**config.mk**
```make
export PLATFORM = sky130hd
export DESIGN_NAME = adc_channel_filter
export DESIGN_NICKNAME = d
export VERILOG_FILES = /design/src/rtl/adc_channel_filter.sv
export SDC_FILE = /design/constraint.sdc
export NUM_CORES = 1
export LEC_CHECK = 0
export ABC_AREA = 1
export CAP_MARGIN = 10
export CORE_ASPECT_RATIO = 1.4
export CORE_UTILIZATION = 35
export DETAILED_ROUTE_END_ITERATION = 8
export GPL_TIMING_DRIVEN = 1
export PLACE_DENSITY_LB_ADDON = 0.2
export SETUP_SLACK_MARGIN = 0.15
export SLEW_MARGIN = 25
export SYNTH_ARGS = -nofsm -noshare
export SYNTH_HDL_FRONTEND = slang
export SYNTH_SLANG_ARGS = --single-unit
```
**constraint.sdc**
```tcl
create_clock -name sys_clk -period 4.7 [get_ports sys_clk]
set_input_delay 1.175 -clock sys_clk [delete_from_list [all_inputs] [get_ports sys_clk]]
set_output_delay 1.175 -clock sys_clk [all_outputs]
set_load 0.01 [all_outputs]
```
**src/rtl/adc_channel_filter.sv**
```systemverilog
// Snapshot, tear-check and EMA-filter the 8 LTC2308 channel lanes.
// Publishes filtered values and hysteretic threshold flags.
module adc_channel_filter #(
  parameter int          SAMPLE_DIV = 2500,
  parameter int          SHIFT      = 3,
  parameter int          MAX_RETRY  = 4,
  parameter logic [11:0] THRESH_HI  = 12'd3000,
  parameter logic [11:0] THRESH_LO  = 12'd2500
) (
  input  logic         sys_clk,
  input  logic         reset_n,
  input  logic         enable,
  input  logic [255:0] adc_channels,
  output logic [95:0]  filt_channels,
  output logic         filt_valid,
  output logic [7:0]   above,
  output logic [7:0]   drop_count,
  output logic         busy
);

  localparam int AW = 12 + SHIFT;
  localparam int CW = $clog2(SAMPLE_DIV);
  localparam logic [CW-1:0] CNT_MAX = CW'(SAMPLE_DIV - 1);
  localparam logic [3:0] RETRY_MAX = 4'(MAX_RETRY);

  typedef enum logic [2:0] {
    S_IDLE,
    S_CAPTURE,
    S_VERIFY,
    S_UPDATE,
    S_DONE
  } state_t;

  state_t state_q, state_d;

  logic [CW-1:0] cnt_q;
  logic          tick;
  logic [11:0]   live   [8];
  logic [11:0]   snap_q [8];
  logic [AW-1:0] acc_q  [8];
  logic [11:0]   filt_q [8];
  logic          primed_q;
  logic [3:0]    retry_q;
  logic [2:0]    ch_q;
  logic          torn;
  logic          snap_en;
  logic          upd_en;
  logic          retry_clr;
  logic          retry_inc;
  logic          torn_drop;
  logic          overrun;
  logic [1:0]    n_drop;
  logic [8:0]    drop_sum;
  logic [AW-1:0] acc_cur;
  logic [AW-1:0] acc_new;
  logic [11:0]   filt_new;
  logic          above_new;
  logic          unused_hi;

  assign tick = enable && (cnt_q == CNT_MAX);

  always_ff @(posedge sys_clk or negedge reset_n) begin
    if (!reset_n) begin
      cnt_q <= '0;
    end else if (!enable || tick) begin
      cnt_q <= '0;
    end else begin
      cnt_q <= cnt_q + CW'(1);
    end
  end

  // Only the 12-bit sample field of each lane matters.
  always_comb begin
    unused_hi = 1'b0;
    for (int i = 0; i < 8; i++) begin
      live[i]   = adc_channels[32*i +: 12];
      unused_hi = unused_hi ^ (^adc_channels[32*i+12 +: 20]);
    end
  end

  always_comb begin
    torn = 1'b0;
    for (int i = 0; i < 8; i++) begin
      if (live[i] != snap_q[i]) begin
        torn = 1'b1;
      end
    end
  end

  always_ff @(posedge sys_clk or negedge reset_n) begin
    if (!reset_n) begin
      state_q <= S_IDLE;
    end else begin
      state_q <= state_d;
    end
  end

  always_comb begin
    state_d   = state_q;
    snap_en   = 1'b0;
    upd_en    = 1'b0;
    retry_clr = 1'b0;
    retry_inc = 1'b0;
    torn_drop = 1'b0;
    unique case (state_q)
      S_IDLE: begin
        if (tick) begin
          state_d = S_CAPTURE;
        end
      end
      S_CAPTURE: begin
        snap_en = 1'b1;
        state_d = S_VERIFY;
      end
      S_VERIFY: begin
        if (!torn) begin
          retry_clr = 1'b1;
          state_d   = S_UPDATE;
        end else if (4'(retry_q + 4'd1) == RETRY_MAX) begin
          torn_drop = 1'b1;
          retry_clr = 1'b1;
          state_d   = S_IDLE;
        end else begin
          retry_inc = 1'b1;
          state_d   = S_CAPTURE;
        end
      end
      S_UPDATE: begin
        upd_en = 1'b1;
        if (ch_q == 3'd7) begin
          state_d = S_DONE;
        end
      end
      S_DONE: begin
        state_d = S_IDLE;
      end
      default: begin
        state_d = S_IDLE;
      end
    endcase
  end

  assign overrun  = tick && (state_q != S_IDLE);
  assign n_drop   = {1'b0, torn_drop} + {1'b0, overrun};
  assign drop_sum = {1'b0, drop_count} + {7'b0, n_drop};

  always_ff @(posedge sys_clk or negedge reset_n) begin
    if (!reset_n) begin
      retry_q    <= '0;
      drop_count <= '0;
      ch_q       <= '0;
      primed_q   <= 1'b0;
    end else begin
      if (retry_clr) begin
        retry_q <= '0;
      end else if (retry_inc) begin
        retry_q <= retry_q + 4'd1;
      end
      drop_count <= drop_sum[8] ? 8'hff : drop_sum[7:0];
      ch_q       <= upd_en ? 3'(ch_q + 3'd1) : 3'd0;
      if (state_q == S_DONE) begin
        primed_q <= 1'b1;
      end
    end
  end

  // First frame after reset loads the raw sample instead of blending.
  always_comb begin
    acc_cur = acc_q[ch_q];
    if (primed_q) begin
      acc_new = acc_cur - (acc_cur >> SHIFT) + AW'(snap_q[ch_q]);
    end else begin
      acc_new = AW'(snap_q[ch_q]) << SHIFT;
    end
    filt_new = acc_new[SHIFT +: 12];
    if (filt_new >= THRESH_HI) begin
      above_new = 1'b1;
    end else if (filt_new < THRESH_LO) begin
      above_new = 1'b0;
    end else begin
      above_new = above[ch_q];
    end
  end

  always_ff @(posedge sys_clk or negedge reset_n) begin
    if (!reset_n) begin
      for (int i = 0; i < 8; i++) begin
        snap_q[i] <= '0;
        acc_q[i]  <= '0;
        filt_q[i] <= '0;
      end
      above <= '0;
    end else begin
      if (snap_en) begin
        for (int i = 0; i < 8; i++) begin
          snap_q[i] <= live[i];
        end
      end
      if (upd_en) begin
        acc_q[ch_q]  <= acc_new;
        filt_q[ch_q] <= filt_new;
        above[ch_q]  <= above_new;
      end
    end
  end

  always_comb begin
    filt_channels = '0;
    for (int i = 0; i < 8; i++) begin
      filt_channels[12*i +: 12] = filt_q[i];
    end
  end

  assign filt_valid = (state_q == S_DONE);
  assign busy       = (state_q != S_IDLE);

endmodule

```
==> flow_results.org <==
** Timing
- Max_slew headroom :: 39.35%
- Summed negative setup slack over all endpoints :: 0 ns
- Pins over their slew limit :: 0
- Post-route setup slack :: 0.4881 ns
- Derived from the worst setup path, the maximum achievable clock frequency is 0.2374 GHz.
- At the pin with the least slew margin, the transition time is 0.9028 ns.
- Number of failing hold endpoints at the final stage :: 0
- The clock arrives with 0.02933 ns of skew.
- Setup violations remaining at the end of the flow were counted as 0.
- Subtracting the final worst setup slack from the clock period gives 4.212 ns.
- Final clock period utilization by the worst path :: 89.62%
- Setup repair after global routing missed its margin :: false

** Job
- MaxCap Viol Count :: 0

** Die
- The initial utilization of the core area, before any placement, comes to 35.56%.
- In this run the core area contains 88 standard-cell rows.
- The core region is 41290 um2.
- Horizontal extent of the die :: 175.1 um
- Die height :: 244.3 um
- Overall die area :: 42790 um2
- IO Count :: 373

** Yosys
- Ranked by total cell area, the synthesized netlist is headed by sky130_fd_sc_hd__dfrtp_1 (43%), sky130_fd_sc_hd__nand2_1 (11%), sky130_fd_sc_hd__o21ai_0 (7.9%).
- Post-Synthesis Net Count :: 2121
- Number of enable flip-flop cells after synthesis :: 0
- Cell count after synthesis :: 1829
- Proportion of register bits with asynchronous set or reset after synthesis :: 100.0%
- In this run the cell area of the synthesized design comes to 14680 um2.
- Seq/Total Area, Yosys :: 43.46%
- In the post-synthesis netlist, the cell with the most instances is sky130_fd_sc_hd__nand2_1.
- After synthesis, the most frequently instantiated cells are sky130_fd_sc_hd__nand2_1 (437), sky130_fd_sc_hd__dfrtp_1 (255), sky130_fd_sc_hd__o21ai_0 (233), sky130_fd_sc_hd__inv_1 (169), sky130_fd_sc_hd__nor2_1 (156).
- The netlist uses 41 different library cells.
- Area share of the largest cell type after synthesis :: 43.46%
- Number of flip-flops and latches in the synthesized netlist :: 255
- Yosys warnings :: 0
- Dividing the synthesized area by the synthesized cell count gives 8.028 um2.
- Top FF cell, synth :: sky130_fd_sc_hd__dfrtp_1
- The largest total area in the synthesized netlist belongs to sky130_fd_sc_hd__dfrtp_1.

** GRT
- The first global-routing pass estimated 69920 um of wire.
- Remaining global-route overflow :: 0
- Initial antenna violation count :: 0
- Met1 Use GR :: 26.37%
- Global routing consumed, on the met3 layer, 3.358% of the routing resources.
- Global routing used 21.38% of the available tracks.
- met2 is the most crowded layer.
- GRT met2 Usage :: 36.93%
- Vias in the first global route :: 12186
- Entering global routing, the biggest net connects 97 pins.

** Placement
- Prior to clock tree synthesis, the placed netlist has a worst setup slack of 0.2550 ns.
- Input and output buffers added on the ports amount to 212.
- Placed wire-length estimate :: 34820 um
- Routability-driven placement finished with a final weighted congestion of 0.8979.
- Instance area after placement :: 16830 um2

** CTS
- Clock buffer count from CTS :: 27
- In this run the number of H-tree levels came out at 1.
- Clock tree from TritonCTS :: built
- Counting every sink on the clock net gives 255.
- Bufs on Longest Clock Path :: 3
- Later-pin clock latency in the skew report :: 0.58 ns
- Clock root buffer master :: sky130_fd_sc_hd__clkbuf_16
- Clock-pin slew was measured on the worst setup and hold paths at 0.06 ns.

** Power
- Overall power consumption after layout is estimated at 0.005008 W.
- In this run the power density over the cells is 282.9 nW/um2.
- Static leakage power :: 8.421 nW
- Peak supply drop :: 0.2878 mV

** Detailed routing
- Via total after detailed routing :: 12567
- Wire length reported by the detailed router :: 45480 um
- Average vias per placed instance :: 5.021
- After detailed routing, the number of remaining DRC violations is 0.
- The first detailed-routing pass ran for 5 iterations.
- DRT antenna net count :: 0
- Initial detailed-routing violation count :: 987
- After detailed routing, the average wire length per cell comes to 18.17 um.

** Finish
- N_diodes :: 0
- Post-layout instance area :: 17700 um2
- The multi-input combinational cells in the finished layout cover a total of 6618 um2.
- Count of fill cells added during filler insertion :: 4199
- Area growth syn-to-layout :: 20.56%
- At the end of the flow, the number of nets in the layout was 2240.
- For this run, the share of the core covered by cells in the final layout is 42.87%.
- Proportion of layout cells with a drive suffix above 1 :: 9.119%
- Sequential standard cell area :: 6385 um2

** Worst setup path
- Data arrives at the worst endpoint at 4.68 ns.
- STA classifies the critical path startpoint as a flip-flop.
- Along the worst path, the maximum fanout reaches 34.
- For the worst setup path, the data required time is 5.17 ns.
- Worst setup path class :: reg -> reg
- The worst setup path is captured at a flip-flop.

** Min path
- Class of the tightest hold or removal check :: reg -> reg

** Status
- The flow ran to the end, and the final reports show no timing, DRC or antenna violations.
## state kept, by name (all words and copies together), names as in the netlist
register,count
above,8
acc_q,48
ch_q,3
cnt_q,12
drop_count,8
filt_channels,72
primed_q,1
retry_q,4
snap_q,96
state_q,3
## worst max-delay path, stage by stage (launching register included)
cell	delay (ns)
sky130_fd_sc_hd__dfrtp_4	0.57
sky130_fd_sc_hd__buf_8	0.21
sky130_fd_sc_hd__buf_4	0.19
sky130_fd_sc_hd__nor2_1	0.10
sky130_fd_sc_hd__nor2_1	0.05
sky130_fd_sc_hd__o21ai_0	0.16
sky130_fd_sc_hd__nand4_1	0.31
sky130_fd_sc_hd__fa_1	0.63
sky130_fd_sc_hd__inv_1	0.05
sky130_fd_sc_hd__ha_1	0.36
sky130_fd_sc_hd__nand2_1	0.14
sky130_fd_sc_hd__inv_1	0.05
sky130_fd_sc_hd__a21oi_1	0.18
sky130_fd_sc_hd__nand2_1	0.10
sky130_fd_sc_hd__nand2_1	0.08
sky130_fd_sc_hd__nand3_1	0.06
sky130_fd_sc_hd__nand2_1	0.15
sky130_fd_sc_hd__nand4_1	0.16
sky130_fd_sc_hd__nand2_1	0.09
sky130_fd_sc_hd__nand2_1	0.05
sky130_fd_sc_hd__nand2_1	0.06
sky130_fd_sc_hd__nand2_2	0.12
sky130_fd_sc_hd__nand3_1	0.12
sky130_fd_sc_hd__nand2_1	0.06
## layer usage
layer,vias up,part of all wire [%]
li1,6080,-
met1,6022,41
met2,405,49
met3,60,5.3
met4,0,3.8
met5,-,0
## layout by cell type, fill, tap and decap left out, types with 8 or more instances in the layout
master and n:
sky130_fd_sc_hd__o211ai_1 21, sky130_fd_sc_hd__ha_1 20, sky130_fd_sc_hd__nor2_1 156, sky130_fd_sc_hd__xnor2_1 54, sky130_fd_sc_hd__nor4_1 11, sky130_fd_sc_hd__inv_2 15, sky130_fd_sc_hd__nand4_1 35, sky130_fd_sc_hd__buf_4 35
sky130_fd_sc_hd__xor2_1 11, sky130_fd_sc_hd__nand2_1 436, sky130_fd_sc_hd__mux2_2 58, sky130_fd_sc_hd__o21ai_0 232, sky130_fd_sc_hd__nand3_1 71, sky130_fd_sc_hd__nor3_1 12, sky130_fd_sc_hd__clkbuf_1 8, sky130_fd_sc_hd__fa_1 13
sky130_fd_sc_hd__a21oi_1 31, sky130_fd_sc_hd__dfrtp_1 254, sky130_fd_sc_hd__or2_2 8, sky130_fd_sc_hd__o22ai_1 9, sky130_fd_sc_hd__inv_1 169, sky130_fd_sc_hd__clkdlybuf4s50_1 211, sky130_fd_sc_hd__clkbuf_16 27
## metrics by stage
| stage | std cells | hold slack (ns) |
|---|---|---|
| after floorplan | 1829 | 0.4331 |
| after global placement | 2457 | 0.4483 |
| after detailed placement | 2457 | 0.4555 |
| after CTS | 2501 | 0.4679 |
| after global routing | 2503 | 0.4931 |
| final | 2503 | 0.4670 |
## worst paths after layout
check	startpoint	endpoint	slack (ns)	cells after the start
max in group asynchronous	reset_n	snap_q[13]	3.13	2
hold reg to reg	cnt_q[0]	cnt_q[0]	0.47	1
setup reg to reg	ch_q[0]	above[5]	0.49	23
hold / removal	cnt_q[0]	cnt_q[0]	0.47	1
setup / recovery	ch_q[0]	above[5]	0.49	23
min in group asynchronous	reset_n	drop_count[4]	0.63	1
## report_power, final
group          internal, W  total, W  switching [W]  leakage (nW)
clock network      0.00116   0.00208       0.000919         0.404
registers          0.00225   0.00231      0.0000531          2.85
logic             0.000281  0.000625       0.000344          5.17
total              0.00369   0.00501        0.00132          8.42
## timing repair
| action | in CTS | in global routing |
|---|---|---|
| hold buffers | 0 | 0 |
| endpoints found under the setup margin | 0 | 32 |
| setup buffers | 0 | 2 |
| resized for setup | 0 | 12 |
| hold endpoints to repair | 0 | 0 |
## cell families after synthesis
group	synth area share (%)
AO/OA/AOI/OAI	11.70
XOR/XNOR	3.988
adder cells (fa/ha/maj)	3.477
buffers and inverters	11.65
flip-flops	43.46
multiplexers	4.516
AND/OR/NAND/NOR	21.21
## layout make-up
class                           instances  share of cell area, %
Clock buffer                           38                  4.220
Clock inverter                          6                 0.4170
Inverter                              186                  3.993
Multi-Input combinational cell       1225                  37.38
Sequential cell                       255                  36.07
Tap cell                              540                  3.817
Timing Repair Buffer                  253                  14.10
No activity file was read; power rests on OpenSTA's default activity.
==> RTL edit 1 (same flow settings) <==
Change the parameter `SAMPLE_DIV` from 2500 to 10000.
--- a/src/rtl/adc_channel_filter.sv
+++ b/src/rtl/adc_channel_filter.sv
@@ -2,5 +2,5 @@
 // Publishes filtered values and hysteretic threshold flags.
 module adc_channel_filter #(
-  parameter int          SAMPLE_DIV = 2500,
+  parameter int          SAMPLE_DIV = 10000,
   parameter int          SHIFT      = 3,
   parameter int          MAX_RETRY  = 4,
Check against the original RTL: same outputs for any inputs over 10 cycles, from zero or initial values and one cycle with reset_n low; that may be too few to reach the edited logic, so the function may still have changed.
==> RTL edit 1 against the unedited design <==
Sequential cell count is 2 higher. Hold slack worse by 3.1 ps. Sequential share of layout area is 0.54 points lower. Cell area is 2.3% higher. Utilization is 0.16 points higher. Wire length is 4.8% higher. Critical endpoint is now above[2]$_DFFE_PN0P_. Worst setup slack worse by 200 ps. Synthesized area is 1.4% higher.
Power is not compared: it rests on default switching activity, and its combinational part moved more than twofold at a synthesized area within 25%.
==> RTL edit 1: results (changes against the unedited design) <==
Largest cells by area after synthesis: dfrtp_1 (43%), nand2_1 (15%), o21ai_0 (7.5%) (was dfrtp_1 (43%), nand2_1 (11%), o21ai_0 (7.9%)). The sequential element share of the synthesized area is 43.2% (was 43.5%), and the worst-case register-to-register setup slack is 290 ps (was 490 ps). The placer congestion estimate came out at 0.865 (was 0.898). VDD sags by at most 0.000214 V. The tools report the overall fraction of global-route tracks in use as 22.1% (was 21.4%).

The top flip-flop cell by instance count after synthesis is dfrtp_1 (unchanged). The tools report the critical path capture point as above[2]$_DFFE_PN0P_ (was above[5]$_DFFE_PN0P_). The number of instances in the synthesized netlist is 1956 (was 1829), and the maximum cell stage delay along the critical path is 560 ps (was 630 ps). The run gives 0 ps (unchanged) as the setup TNS. Number of cells on the worst reg-to-reg path: 24 (was 23). The length of routed wiring on met1 came out at 19600 µm (was 18900 µm). Share of layout cells above drive strength 1: 8.43% (was 9.12%). The count of vias placed by the detailed router came out at 13200 (was 12600). For the clock latency on the worst-skew pair, the log shows 560 ps (was 580 ps). The run gives 111 (was 97) as the maximum number of pins on one net before global-route repair. Critical path start-end classification: reg2reg (unchanged). The detailed router's first-iteration violation count was 1018 (was 987). Commonest cells in the synthesized netlist: nand2_1 (580), dfrtp_1 (257), o21ai_0 (223) (was nand2_1 (437), dfrtp_1 (255), o21ai_0 (233)). Worst slew margin relative to its limit: 42.1% (was 39.4%).

The critical-path cell with the highest stage delay is dfrtp_4 (was fa_1). The number of vias per cell after detailed routing is 4.96 (was 5.02). The maximum clock skew at final layout came out at 19.5 ps (was 29.3 ps).

The global-route wire length before repair is 73500 µm (was 69900 µm). The flow ran to the end, and the final reports show no timing, DRC or antenna violations. HPWL after detailed placement: 35800 µm (was 34800 µm). Startpoint of the worst-slack reg-to-reg timing path: ch_q[0]$_DFF_PN0_ (unchanged). The run gives 24300 µm (was 22500 µm) as the met2 routed wirelength. The average wire per cell in the routed design came out at 17.9 µm (was 18.2 µm). The number of antenna violations at the first check in global routing is 4 (was 0). The iteration count of the initial detailed-routing pass came out at 5 (unchanged). Top metal layer carrying routed signals: met5 (was met4). The number of nets at the end of the flow was 2388 (was 2240); the highest net fanout along the worst path was 8 (was 34). The buffer type at the clock tree root was clkbuf_16 (unchanged).

The run gives 4850 ps (was 4680 ps) as the worst endpoint data arrival time. The number of cells after detailed placement was 2606 (was 2457); the number of fill cells was 4348 (was 4199). The number of buffers added by the clock tree synthesis step is 27 (unchanged), and the total met3 wirelength after detailed routing is 2210 µm (was 2400 µm). The net count after synthesis is 2249 (was 2121), and the number of buffers added on ports is 212 (unchanged). The number of distinct library cells after synthesis came out at 47 (was 41).
RTL edit 1: cell type report:
cell class,count,area [µm²],share of cell area (%)
multi-input combinational,1357,6750,37.3
sequential,257,6440,35.5
timing repair buffer,278,2730,15.1
clock buffer,37,753,4.16
tap,546,683,3.77
inverter,174,667,3.68
clock inverter,8,93.8,0.518
antenna,1,2.50,0.0138
RTL edit 1: worst min-delay path by stage:
stage               slack (ps)  cells after the start                    end                   from
finish                     460                      1     cnt_q[0]$_DFF_PN0_     cnt_q[0]$_DFF_PN0_
global route               480                      1     cnt_q[0]$_DFF_PN0_     cnt_q[0]$_DFF_PN0_
CTS                        470                      1     cnt_q[0]$_DFF_PN0_     cnt_q[0]$_DFF_PN0_
detailed placement         460                      2  acc_q[46]$_DFFE_PN0P_  acc_q[46]$_DFFE_PN0P_
global placement           450                      2  acc_q[46]$_DFFE_PN0P_  acc_q[46]$_DFFE_PN0P_
floorplan                  430                      1     cnt_q[0]$_DFF_PN0_     cnt_q[0]$_DFF_PN0_
RTL edit 1: critical path: cells and delay by family, from the launching register on:
family / cells / cell delay [ps]
compound gates: 1 / 450
fa+ha+maj: 2 / 830
buf+inv: 5 / 680
flops: 1 / 560
simple gates: 16 / 1770
RTL edit 1: cells by family (layout without fill, tap and decap cells):
group                    after synthesis  count (layout)  share of synthesized area (%)
other                                  0               1                              0
AO/OA/AOI/OAI                        340             340                           12.1
XOR/XNOR                              64              64                           3.81
multiplexers                           1               1                         0.0672
flip-flops                           257             257                           43.2
adder cells (fa/ha/maj)               34              34                           3.51
AND/OR/NAND/NOR                      918             918                           25.7
buffers and inverters                342             497                           11.6
RTL edit 1: repair_timing:
item | 4_1_cts | 5_1_grt
buffers inserted | 0 | 4
setup endpoints to repair | 0 | 43
gates resized for setup | 0 | 12
RTL edit 1: per-stage QoR:
stage | power, µW | area (µm²) | setup WS [ps] | util, %
detailed placement | 2480 | 17200 | 171 | 40.8
floorplan | 2310 | 14900 | 724 | -
CTS | 4640 | 18000 | 176 | 42.8
global route | 4740 | 18100 | 152 | 43.0
finish | 4580 | 18100 | 292 | 43.0
global placement | 2480 | 17200 | 195 | 40.7
RTL edit 1: routing by layer:
layer,global-route usage [%],vias up
met2,39.4,349
met4,7.48,6
met5,0,-
met3,2.65,72
li1,-,6454
met1,27.3,6298
RTL edit 1: power by group through the flow:
stage	combinational (µW)	clock (µW)	sequential [µW]
final	221	2150	2220
after global routing	242	2280	2210
after CTS	225	2200	2220
after detailed placement	225	0	2260
after global placement	223	0	2260
after floorplan	48.2	0	2260
==> RTL edit 2 (same flow settings) <==
Without the edit above. Register the inputs `enable` and `adc_channels` before use, cleared by the reset. The logic sees them one clock later.
--- a/src/rtl/adc_channel_filter.sv
+++ b/src/rtl/adc_channel_filter.sv
@@ -31,4 +31,17 @@
     S_DONE
   } state_t;
+
+  logic enable_q;
+  logic [255:0] adc_channels_q;
+
+  always_ff @(posedge sys_clk or negedge reset_n) begin
+    if (!reset_n) begin
+      enable_q       <= '0;
+      adc_channels_q <= '0;
+    end else begin
+      enable_q       <= enable;
+      adc_channels_q <= adc_channels;
+    end
+  end
 
   state_t state_q, state_d;
@@ -58,10 +71,10 @@
   logic          unused_hi;
 
-  assign tick = enable && (cnt_q == CNT_MAX);
+  assign tick = enable_q && (cnt_q == CNT_MAX);
 
   always_ff @(posedge sys_clk or negedge reset_n) begin
     if (!reset_n) begin
       cnt_q <= '0;
-    end else if (!enable || tick) begin
+    end else if (!enable_q || tick) begin
       cnt_q <= '0;
     end else begin
@@ -74,6 +87,6 @@
     unused_hi = 1'b0;
     for (int i = 0; i < 8; i++) begin
-      live[i]   = adc_channels[32*i +: 12];
-      unused_hi = unused_hi ^ (^adc_channels[32*i+12 +: 20]);
+      live[i]   = adc_channels_q[32*i +: 12];
+      unused_hi = unused_hi ^ (^adc_channels_q[32*i+12 +: 20]);
     end
   end
Formal check against the unedited RTL: no difference found for any inputs over 10 cycles, from zero or initial values and one cycle with reset_n low; that may be too few to reach the edited logic, so the function may still have changed.
==> RTL edit 2 against the unedited design <==
Critical path depth decreased by 2. Critical path type unchanged. Sequential cell count increased by 97. Synthesized area increased by 19%. Synthesized cell count increased by 6.6%. Cell area increased by 18%. Fmax decreased by 2.4%. Worst setup slack got worse by 110 ps. Wire length increased by 12%.
Power is not compared: it rests on default switching activity, and its combinational part moved more than twofold at a synthesized area within 25%.
==> RTL edit 2: results (changes against the unedited design) <==
The run gives 0.871 (was 0.898) as the placer congestion estimate. The flow ran to the end, and the final reports show no timing, DRC or antenna violations. The number of fill cells is 4843 (was 4199), and the count of vias placed by the detailed router is 13300 (was 12600). Mux cell area share after synthesis: 4.31% (was 4.52%). The met3 track demand over resource is 2.49% (was 3.36%), and the post-place setup slack is 341 ps (was 255 ps). The xor/xnor share of the synthesized area was 3.66% (was 3.99%). The number of instances in the synthesized netlist was 1949 (was 1829). The met1 usage in global routing is 24.0% (was 26.4%). The number of cells after detailed placement is 2668 (was 2457). The adder-cell share of the synthesized area is 2.92% (was 3.48%), and the CTS H-tree depth is 2 (was 1).

Post-synthesis compound-gate area fraction: 10.1% (was 11.7%). The length of routed wiring on met1 was 20000 µm (was 18900 µm); the overall fraction of global-route tracks in use was 20.4% (was 21.4%). Share of layout cells above drive strength 1: 10.8% (was 9.12%). The number of nets at the end of the flow came out at 2363 (was 2240).

The logs give 37.3% (was 36.9%) for the global-route met2 utilization and 719 (was 987) for the detailed router's first-iteration violation count. The run gives 52 (was 41) as the number of distinct library cells after synthesis. Commonest cells in the synthesized netlist: nand2_1 (403), dfrtp_1 (352), nor2_1 (207) (was nand2_1 (437), dfrtp_1 (255), o21ai_0 (233)). The HPWL after detailed placement was 38400 µm (was 34800 µm); the total met3 wirelength after detailed routing was 2260 µm (was 2400 µm). The placement-stage cell area is 0.0196 mm² (was 0.0168 mm²), and the met2 routed wirelength is 26700 µm (was 22500 µm). For the sequential element share of the synthesized area, the log shows 50.5% (was 43.5%).
[RTL edit 2: worst paths after layout]
| check | from | endpoint | slack (ps) | depth (start not counted) |
|---|---|---|---|---|
| min in group asynchronous | reset_n | adc_channels_q[10]$_DFF_PN0_ | 700 | 1 |
| max in group asynchronous | reset_n | cnt_q[10]$_DFF_PN0_ | 2930 | 2 |
| min | acc_q[17]$_DFFE_PN0P_ | acc_q[17]$_DFFE_PN0P_ | 470 | 2 |
| max | ch_q[0]$_DFF_PN0_ | above[3]$_DFFE_PN0P_ | 380 | 21 |
| min reg2reg | acc_q[17]$_DFFE_PN0P_ | acc_q[17]$_DFFE_PN0P_ | 470 | 2 |
| max reg2reg | ch_q[0]$_DFF_PN0_ | above[3]$_DFFE_PN0P_ | 380 | 21 |
[RTL edit 2: timing repair]
| item | in CTS | in global routing |
|---|---|---|
| setup endpoints to repair | 0 | 16 |
| hold buffers | 0 | 0 |
| resized for setup | 0 | 3 |
| hold endpoints to repair | 0 | 0 |
| setup buffers | 0 | 1 |
[RTL edit 2: area by class of cell]
type	instances	area [µm²]	area share, %
inverters	173	654	3.13
repair buffers	254	2510	12.0
well taps	637	797	3.81
clock inverters	15	216	1.03
multi-input cells	1253	6890	32.9
flip-flops and latches	352	8810	42.1
clock buffers	49	1050	5.03
[RTL edit 2: worst max-delay path: stages (launching register included)]
cell and delay [ps]:
dfrtp_4 530, inv_2 80, buf_4 190, buf_4 180, o21ai_0 330, nand4_1 380
fa_1 660, inv_1 50, ha_1 340, or2_2 320, nand3_1 150, nand2_1 130
nand2_1 80, nand3_1 100, nand2_2 90, nand4_1 150, nand2_1 90, nand2_1 60
nand2_2 70, nand2_4 100, nand2_1 80, nand2_1 50
